File: config.mk
export PLATFORM = sky130hd
export DESIGN_NAME = gradient_frame_sequencer
export DESIGN_NICKNAME = d
export VERILOG_FILES = /design/src/rtl/optflow_pkg.sv /design/src/rtl/raster_addr_gen.sv /design/src/rtl/gradient_frame_sequencer.sv
export SDC_FILE = /design/constraint.sdc
export NUM_CORES = 1
export LEC_CHECK = 0
export CORE_MARGIN = 10
export CORE_UTILIZATION = 46
export CTS_CLUSTER_DIAMETER = 30
export CTS_CLUSTER_SIZE = 28
export DETAILED_ROUTE_END_ITERATION = 16
export PLACE_DENSITY = 0.84
export SLEW_MARGIN = 20
export SYNTH_ARGS = -nofsm -noshare
export SYNTH_HDL_FRONTEND = slang
export SYNTH_SLANG_ARGS = --single-unit
File: constraint.sdc
create_clock -name clk -period 2.22 [get_ports clk]
set_input_delay 0.333 -clock clk [delete_from_list [all_inputs] [get_ports clk]]
set_output_delay 0.333 -clock clk [all_outputs]
set_load 0.02 [all_outputs]
File: src/rtl/optflow_pkg.sv
// Shared types for the gradient frame sequencer.
//   seq_state_e : sequencer FSM states
//   bank_idx_t  : frame-memory bank index (0..NUM_BANKS-1)
//   fv_inc      : frames_valid increment, saturating at 2
package optflow_pkg;

  typedef enum logic [1:0] {
    ST_IDLE   = 2'd0,
    ST_STREAM = 2'd1,
    ST_DRAIN  = 2'd2,
    ST_DONE   = 2'd3
  } seq_state_e;

  typedef logic [1:0] bank_idx_t;

  localparam int NUM_BANKS = 3;

  function automatic logic [1:0] fv_inc(input logic [1:0] v);
    return (v >= 2'd2) ? 2'd2 : v + 2'd1;
  endfunction

endpackage

File: src/rtl/raster_addr_gen.sv
// Raster read-address counter for one frame.
//   clk, rst : clock, async active-high reset
//   clr_i    : synchronous clear to address 0 (wins over en_i)
//   en_i     : advance one address; holds on the last address
//   addr_o   : current raster address
//   last_o   : high while addr_o is the final pixel of the frame
module raster_addr_gen #(
  parameter int ADDR_WIDTH = 17,
  parameter int TOTAL      = 76800
) (
  input  logic                  clk,
  input  logic                  rst,
  input  logic                  clr_i,
  input  logic                  en_i,
  output logic [ADDR_WIDTH-1:0] addr_o,
  output logic                  last_o
);

  logic [ADDR_WIDTH-1:0] addr_q;

  assign last_o = (addr_q == ADDR_WIDTH'(TOTAL - 1));
  assign addr_o = addr_q;

  always_ff @(posedge clk or posedge rst) begin
    if (rst) begin
      addr_q <= '0;
    end else if (clr_i) begin
      addr_q <= '0;
    end else if (en_i && !last_o) begin
      addr_q <= addr_q + 1'b1;
    end
  end

endmodule

File: src/rtl/gradient_frame_sequencer.sv
// Frame-level controller for the gradient datapath. Rotates three frame
// banks (write / current / previous), streams the current+previous pair in
// raster order into gradient_compute, drains the pipeline, then pulses
// seq_done.
//   enable           : allow new sequences to start (rotation is unaffected)
//   cap_frame_done   : 1-cycle pulse, capture finished writing wr_bank
//   rd_data_curr/prev: frame memory read data (1-cycle latency)
//   wr_bank, rd_bank_curr, rd_bank_prev : bank roles
//   rd_en, rd_addr   : read strobe and raster address to both banks
//   pixel_curr/prev, pixel_valid, frame_start, frame_end : to gradient_compute
//   seq_done, busy   : sequence status
//   drop_count       : saturating count of frames overwritten unprocessed
//   dbg_state        : FSM state (seq_state_e encoding) for observation
//
// Handshake: there is no backpressure. rd_en is a strobe; the memory answers
// one cycle later, and pixel_valid/frame_start/frame_end are rd_en and its
// first/last-address qualifiers delayed by exactly that one cycle, so they
// line up with the passthrough pixel data.
module gradient_frame_sequencer
  import optflow_pkg::*;
#(
  parameter int IMG_WIDTH    = 320,
  parameter int IMG_HEIGHT   = 240,
  parameter int PIXEL_WIDTH  = 8,
  parameter int ADDR_WIDTH   = 17,
  parameter int DRAIN_CYCLES = 4
) (
  input  logic                   clk,
  input  logic                   rst,
  input  logic                   enable,
  input  logic                   cap_frame_done,
  input  logic [PIXEL_WIDTH-1:0] rd_data_curr,
  input  logic [PIXEL_WIDTH-1:0] rd_data_prev,
  output logic [1:0]             wr_bank,
  output logic [1:0]             rd_bank_curr,
  output logic [1:0]             rd_bank_prev,
  output logic                   rd_en,
  output logic [ADDR_WIDTH-1:0]  rd_addr,
  output logic [PIXEL_WIDTH-1:0] pixel_curr,
  output logic [PIXEL_WIDTH-1:0] pixel_prev,
  output logic                   pixel_valid,
  output logic                   frame_start,
  output logic                   frame_end,
  output logic                   seq_done,
  output logic                   busy,
  output logic [7:0]             drop_count,
  output logic [1:0]             dbg_state
);

  localparam int TOTAL = IMG_WIDTH * IMG_HEIGHT;
  localparam int DW    = (DRAIN_CYCLES > 1) ? $clog2(DRAIN_CYCLES) : 1;

  seq_state_e    state_q, state_d;
  bank_idx_t     wr_q, curr_q, prev_q;
  logic [1:0]    fv_q, fv_d;
  logic          pending_q, pending_d;
  logic [7:0]    drop_q, drop_d;
  logic [DW-1:0] drain_q, drain_d;
  logic          pv_q, fs_q, fe_q;

  logic rotate, drop_inc, addr_clr, addr_en, addr_last, rd_en_c, seq_done_c;

  raster_addr_gen #(
    .ADDR_WIDTH (ADDR_WIDTH),
    .TOTAL      (TOTAL)
  ) u_addr (
    .clk    (clk),
    .rst    (rst),
    .clr_i  (addr_clr),
    .en_i   (addr_en),
    .addr_o (rd_addr),
    .last_o (addr_last)
  );

  always_comb begin
    state_d    = state_q;
    pending_d  = pending_q;
    drain_d    = drain_q;
    rotate     = 1'b0;
    drop_inc   = 1'b0;
    addr_clr   = 1'b0;
    addr_en    = 1'b0;
    rd_en_c    = 1'b0;
    seq_done_c = 1'b0;
    case (state_q)
      ST_IDLE: begin
        if (cap_frame_done) begin
          rotate = 1'b1;
          if (fv_inc(fv_q) == 2'd2 && enable) begin
            state_d  = ST_STREAM;
            addr_clr = 1'b1;
          end
        end
      end
      ST_STREAM: begin
        rd_en_c = 1'b1;
        addr_en = 1'b1;
        drain_d = '0;
        if (addr_last) state_d = ST_DRAIN;
      end
      ST_DRAIN: begin
        drain_d = drain_q + 1'b1;
        if (drain_q == DW'(DRAIN_CYCLES - 1)) state_d = ST_DONE;
      end
      ST_DONE: begin
        seq_done_c = 1'b1;
        state_d    = ST_IDLE;
        // Pending frame and a fresh one together: the pending one is lost,
        // but only one rotation happens so the newest frame becomes current.
        if (pending_q || cap_frame_done) begin
          rotate    = 1'b1;
          pending_d = 1'b0;
          drop_inc  = pending_q && cap_frame_done;
          if (enable) begin
            state_d  = ST_STREAM;
            addr_clr = 1'b1;
          end
        end
      end
      default: state_d = ST_IDLE;
    endcase
    // Frames arriving mid-sequence: remember one, count any further as dropped.
    if ((state_q == ST_STREAM || state_q == ST_DRAIN) && cap_frame_done) begin
      if (!pending_q) pending_d = 1'b1;
      else            drop_inc  = 1'b1;
    end
    fv_d   = rotate ? fv_inc(fv_q) : fv_q;
    drop_d = (drop_inc && drop_q != 8'hFF) ? drop_q + 8'd1 : drop_q;
  end

  always_ff @(posedge clk or posedge rst) begin
    if (rst) begin
      state_q   <= ST_IDLE;
      wr_q      <= 2'd0;
      curr_q    <= 2'd1;
      prev_q    <= 2'd2;
      fv_q      <= 2'd0;
      pending_q <= 1'b0;
      drop_q    <= 8'd0;
      drain_q   <= '0;
      pv_q      <= 1'b0;
      fs_q      <= 1'b0;
      fe_q      <= 1'b0;
    end else begin
      state_q   <= state_d;
      fv_q      <= fv_d;
      pending_q <= pending_d;
      drop_q    <= drop_d;
      drain_q   <= drain_d;
      if (rotate) begin
        prev_q <= curr_q;
        curr_q <= wr_q;
        wr_q   <= prev_q;
      end
      pv_q <= rd_en_c;
      fs_q <= rd_en_c && (rd_addr == '0);
      fe_q <= rd_en_c && addr_last;
    end
  end

  assign wr_bank      = wr_q;
  assign rd_bank_curr = curr_q;
  assign rd_bank_prev = prev_q;
  assign rd_en        = rd_en_c;
  assign pixel_curr   = rd_data_curr;
  assign pixel_prev   = rd_data_prev;
  assign pixel_valid  = pv_q;
  assign frame_start  = fs_q;
  assign frame_end    = fe_q;
  assign seq_done     = seq_done_c;
  assign busy         = (state_q != ST_IDLE);
  assign drop_count   = drop_q;
  assign dbg_state    = state_q;

endmodule
# Word-level counts from Yosys, hierarchy flattened
# Index checks and enable logic that the tools add are counted.
# totals
reg_bits	41
inputBits	20
out_inout_bits	55
word_cells	73
# op_classes
n_addsub	4
n_lt_le_gt_ge	1
eq_ne	11
mux	29
n_reduce_logical	16
# ops
op	count
17-bit two-way mux	2
1-bit two-way mux	18
17-bit by 1-bit adder with 17-bit output, second input constant	1
17-bit equality test, second input constant	1
17-bit zero test	1
2-bit two-way mux	5
8-bit by 1-bit adder with 8-bit output, second input constant	1
2-bit equality test, second input constant	4
2-bit inequality test, second input constant	4
8-bit inequality test, second input constant	1
2-bit one-hot mux with 4 select lines	1
1-bit logical AND	7
2-bit nonzero test	3
2-bit by 1-bit adder with 2-bit output, second input constant	2
1-bit one-hot mux with 2 select lines	2
2-bit one-hot mux with 2 select lines	1
4-bit AND reduction	1
2-bit by 1-bit equality test with 1-bit output, second input constant	1
2-bit greater-or-equal comparator, second input constant	1
2-bit zero test	1
1-bit logical OR	2
1-bit zero test	1

# Longest topological paths before layout
# Gate-level depths: netlist of run 1.
# depth
ltp_word	8
mapped_depth	7
depth_no_buf	6

# Modules after synthesis
# Synthesis of run 1 repeated with hierarchy kept, for this count alone.
# hier_totals
hier_cells	230
hier_area_um2	2348.5
# modules_own_cells
module	n_inst	cells_each	area_each_um2	seq_area_each_um2
gradient_frame_sequencer	1	123	1337.5	603.1
raster_addr_gen	1	107	1011.0	425.4

# Least setup slack after synthesis of run 1
# No wires, ideal clock.
# synth_timing
path_type	register to register
startpoint	reg state_q[1], in the netlist dbg_state[1]
endpoint	reg u_addr.addr_q[16], in the netlist u_addr.addr_o[16]
setup_time_ns	0.080
arrival_time_ns	2.148
required_ns	2.140
slack_ns	-0.008
stages_incl_launch_ff	7
path_buffers	0
period_less_slack_ns	2.228
path_cell_list	dfrtp_1 -> inv_1 -> ha_1 -> nand4_1 -> o21bai_1 -> or4_1 -> a21oi_1
# synth_via
elab_chain_len	4
word_cells_on_any_way	8
classes_between	eq/ne (2); mux (3); reduce/logical (3)
# synth_rtl
item	line_no	text
start: declaration	gradient_frame_sequencer.sv:53	seq_state_e state_q, state_d;
start signal: assignment	gradient_frame_sequencer.sv:145	state_q <= state_d;
2-bit by 1-bit equality test with 1-bit output	-	
1-bit two-way mux	-	
named net rd_en	gradient_frame_sequencer.sv:37	output logic rd_en,
1-bit logical AND	raster_addr_gen.sv:29	end else if (en_i && !last_o) begin
2-bit nonzero test (no line)	-	
end signal: assignment	raster_addr_gen.sv:30	addr_q <= addr_q + 1'b1;
end: declaration	raster_addr_gen.sv:19	logic [ADDR_WIDTH-1:0] addr_q;
# The timed path passes the listed nets, and every way through them passes these cells.
# A chain may end at the register's enable or synchronous reset.

# Final worst setup path of run 1
# layout_timing
startpoint	reg state_q[0], in the netlist dbg_state[0]
endpoint	out seq_done
# layout_via
elab_chain_len	2
# layout_rtl
item	line_no	text
2-bit equality test	gradient_frame_sequencer.sv:85	case (state_q)
1-bit two-way mux	gradient_frame_sequencer.sv:85	
end: declaration	gradient_frame_sequencer.sv:44	output logic seq_done,
# Every way passes these cells.

==> results.cfg, run 1 <==
[power_and_ir_drop]
combinational_group_share_of_total_power_pct = 46.0
cellInternalPower_mw = 2.14
static-leakage-power_nw = 1.23
power.density_cell_area_nw_per_um2 = 1240
clock_power_share_pct = 20.1
peakVddDrop_v = 0.000687
sequentialPowerShare_pct = 33.9
power.switching_fraction_pct = 39.8
p_sw_mw = 1.42

[critical_path]
reg2reg_slack_ns = 0.22
reg2regPathDepth = 4
critical_path.startpoint_type = flip-flop
crit_path_start = dbg_state[0]
critical_path.reg2reg.endpoint = u_addr.addr_o[7]
worstPathRequired_ns = 1.89
regToRegStartpoint = u_addr.addr_o[12]
cp_data_arrival_time_ns = 1.70
timing_worst_setup_path_type = reg2out
worst-path-max-fanout = 6
critical_path.endpoint_type = output port

[clock_tree]
cts_htree_levels = 2
clk_path_buf_depth = 2
cts_resized = 0
cts_root_buf = sky130_fd_sc_hd__clkbuf_8
clock_insertion_delay_worst_skew_ns = 0.29
clock_sinks = 41
reg_clk_slew_reported_paths_ns = 0.09
cts.repair_timing.setup_buffer_count = 0
ctsHoldBuffers = 0
cts_made_buffers = 5
tritoncts = yes

[die]
floorplan.core_area_sq_um = 4790
die_h_microns = 90.8
fp-row-count = 25
start_util_pct = 48.2
io-pin-count = 75
die-area_sq_um = 8250
die_w_microns = 90.8

[placement]
place_worst_setup_slack_ns = 0.252
finalWeightedCongestion = 0.828
dp_hpwl_microns = 3780
placed_area_sq_um = 2730
portBuffers = 42

[worst_hold_path]
hold_path_class = in2async

[sta]
min_period_over_period_pct = 91.8
finalHoldWorstSlack_ns = 0.458
post-route-worst-setup-slack_ns = 0.183
slew_headroom_pct = 60.6
worst_skew_ns = 0.0105
fmax_ghz = 0.491
timing_hold_violations_final = 0
slew_viol_final = 0
number_of_failing_setup_endpoints_in_the_final_timing_report = 0
final_layout_setup_total_negative_slack_ns = 0
worst-slew-pin-transition_ns = 0.586
rsz0062_at_grt = false
finalWorstPathRequiredPeriod_ns = 2.04

[routing]
met2_length_microns = 2550
antenna_left = 0
via_per_inst = 5.53
drt_first_iter_violations = 98
wl_microns = 5190
detail_route.first_pass.iterations = 4
routed_wire_length_per_instance_microns = 15.5
top_layer_used = met4
routed-via-count = 1851
route.detailed.drc = 0
wl_met3_microns = 492
routedLengthMet1_microns = 2120

[synthesis]
primary_flip_flop_cell_chosen_by_synthesis_mapping = sky130_fd_sc_hd__dfrtp_1
synth_xor_xnor_area_share_pct = 2.66
adder_cell_share_of_the_synthesized_area_pct = 4.88
netlist_instances = 231
synth_enable_flop_cells = 0
ys.warnings.count = 0
synth_compound_area_share_pct = 11.4
synth-seq-area-share_pct = 44.6
synth_area_per_cell_sq_um = 9.99
muxShareOfSynthArea_pct = 8.30
combinational_family_with_the_most_area_after_synthesis = simple AND/OR/NAND/NOR gates
synth_fp_nets = 260
ys_ff_latch = 41
share_of_async_settable_or_async_resettable_flops_after_synthesis_pct = 100
post_synth_num_cell_types = 43
share_of_synthesized_cell_area_in_and_or_nand_and_nor_gates_pct = 20.0
synth_area_sq_um = 2310

[global_route]
grt_pass1_wl_microns = 9100
grt_pass1_vias = 1945
combined_global_route_utilization_of_all_metal_layers_pct = 12.8
antenna_violations_before_repair = 0
grt_remaining_overflow = 0
grt_max_degree = 42

[cells_and_area]
finish.net_count = 296
post-route-cell-area_sq_um = 2860
num-fill-cells = 401
synthToLayoutAreaGrowth_pct = 24.1
final_cell_mix = 41 x sky130_fd_sc_hd__clkdlybuf4s50_1, 39 x sky130_fd_sc_hd__dfrtp_1, 20 x sky130_fd_sc_hd__nand2_1
antennaDiodeCount = 0
fraction_of_final_layout_cells_sized_beyond_drive_strength_1_pct = 11.2
most_common_cell_after_layout_fill_and_taps_aside = sky130_fd_sc_hd__clkdlybuf4s50_1

[run_status]
outcome = finished, final reports clean

[flow_run]
timing.max_cap.violations = 0
==> state kept, by name, summed over array words and instances (netlist names) <==
register and cells:
rd_bank_curr 2, pixel_valid 1, frame_start 1, drop_count 8, pending_q 1, wr_bank 2
dbg_state 2, u_addr.addr_o 17, fv_q 2, drain_q 2, frame_end 1, rd_bank_prev 2
==> per-layer routing <==
metal	GRT usage [%]	vias to the layer above
met4	3.39	0
met1	14.3	898
met2	21.6	55
li1	-	889
met3	5.74	9
met5	0	-
==> how the worst max path moves through the flow <==
| stage | endpoint | slack, ns |
|---|---|---|
| 2_1_floorplan | u_addr.addr_o[16] | 0.10 |
| 3_3_place_gp | u_addr.addr_o[7] | 0.26 |
| 3_5_place_dp | u_addr.addr_o[7] | 0.25 |
| 4_1_cts | busy | 0.06 |
| 5_1_grt | u_addr.addr_o[12] | 0.07 |
| 6_report | seq_done | 0.18 |
==> through the flow <==
step | power, mW | std cells | utilization [%]
2_1_floorplan | 2.25 | 231 | -
3_3_place_gp | 2.82 | 327 | 57.0
3_5_place_dp | 2.86 | 327 | 57.0
4_1_cts | 3.58 | 335 | 59.8
5_1_grt | 3.80 | 335 | 59.8
6_report | 3.56 | 335 | 59.8
==> area by class of cell <==
type | count | area (sq um) | share of cell area [%]
clock buffers | 5 | 68.8 | 2.40
clock inverters | 3 | 65.1 | 2.27
inverters | 11 | 41.3 | 1.44
multi-input cells | 158 | 1090 | 38.2
flip-flops and latches | 41 | 1030 | 35.9
well taps | 67 | 83.8 | 2.93
repair buffers | 50 | 483 | 16.9
==> Yosys cell counts (2+ instances only) <==
master,n,share of area (%)
sky130_fd_sc_hd__or4_1,6,2.0
sky130_fd_sc_hd__a21oi_1,15,3.3
sky130_fd_sc_hd__o31ai_1,4,1.3
sky130_fd_sc_hd__o211ai_1,3,0.98
sky130_fd_sc_hd__dfstp_2,2,2.3
sky130_fd_sc_hd__a211oi_1,5,1.6
sky130_fd_sc_hd__buf_4,16,5.2
sky130_fd_sc_hd__nand4_1,4,1.1
sky130_fd_sc_hd__nor2_1,8,1.3
sky130_fd_sc_hd__nor4_1,6,1.6
sky130_fd_sc_hd__and4_1,2,0.76
sky130_fd_sc_hd__nand3b_1,2,0.65
sky130_fd_sc_hd__mux2i_1,9,3.9
sky130_fd_sc_hd__o21ai_0,5,1.1
sky130_fd_sc_hd__mux2_2,8,3.9
sky130_fd_sc_hd__nand2_1,20,3.3
sky130_fd_sc_hd__xor2_1,6,2.3
sky130_fd_sc_hd__dfrtp_1,39,42
sky130_fd_sc_hd__clkbuf_1,3,0.49
sky130_fd_sc_hd__ha_1,9,4.9
sky130_fd_sc_hd__nor3_1,7,1.5
sky130_fd_sc_hd__a21o_1,2,0.65
sky130_fd_sc_hd__nand2b_1,5,1.4
sky130_fd_sc_hd__and3_1,2,0.54
sky130_fd_sc_hd__o21ai_1,2,0.43
sky130_fd_sc_hd__inv_1,11,1.8
sky130_fd_sc_hd__nand3_1,14,3.0
==> critical path, cell delays in order, from the launching register on <==
cell and delay [ns]:
sky130_fd_sc_hd__dfrtp_1 0.45, sky130_fd_sc_hd__ha_1 0.30, sky130_fd_sc_hd__clkdlybuf4s50_1 0.66
==> kinds of logic after synthesis <==
family / count (synthesis)
simple gates: 82
compound gates: 42
flops: 41
buf+inv: 32
mux: 18
fa+ha+maj: 9
xor+xnor: 7
==> power by group through the flow <==
stage	Clock, mW	Combinational, mW	Sequential [mW]
6_report	0.716	1.64	1.20
5_1_grt	0.751	1.81	1.25
4_1_cts	0.718	1.66	1.20
3_5_place_dp	0	1.65	1.21
3_3_place_gp	0	1.61	1.21
2_1_floorplan	0	0.898	1.35
No activity file was read; power rests on OpenSTA's default activity.
==> run 2, diff against run 1 <==
--- a/config.mk
+++ b/config.mk
@@ -11,7 +11,6 @@
 export CTS_CLUSTER_SIZE = 28
 export DETAILED_ROUTE_END_ITERATION = 16
 export PLACE_DENSITY = 0.84
-export SLEW_MARGIN = 20
 export SYNTH_ARGS = -nofsm -noshare
 export SYNTH_HDL_FRONTEND = slang
 export SYNTH_SLANG_ARGS = --single-unit
==> results of run 2 <==
Same layout as run 1: the final DEF is identical, and so are final timing and power.
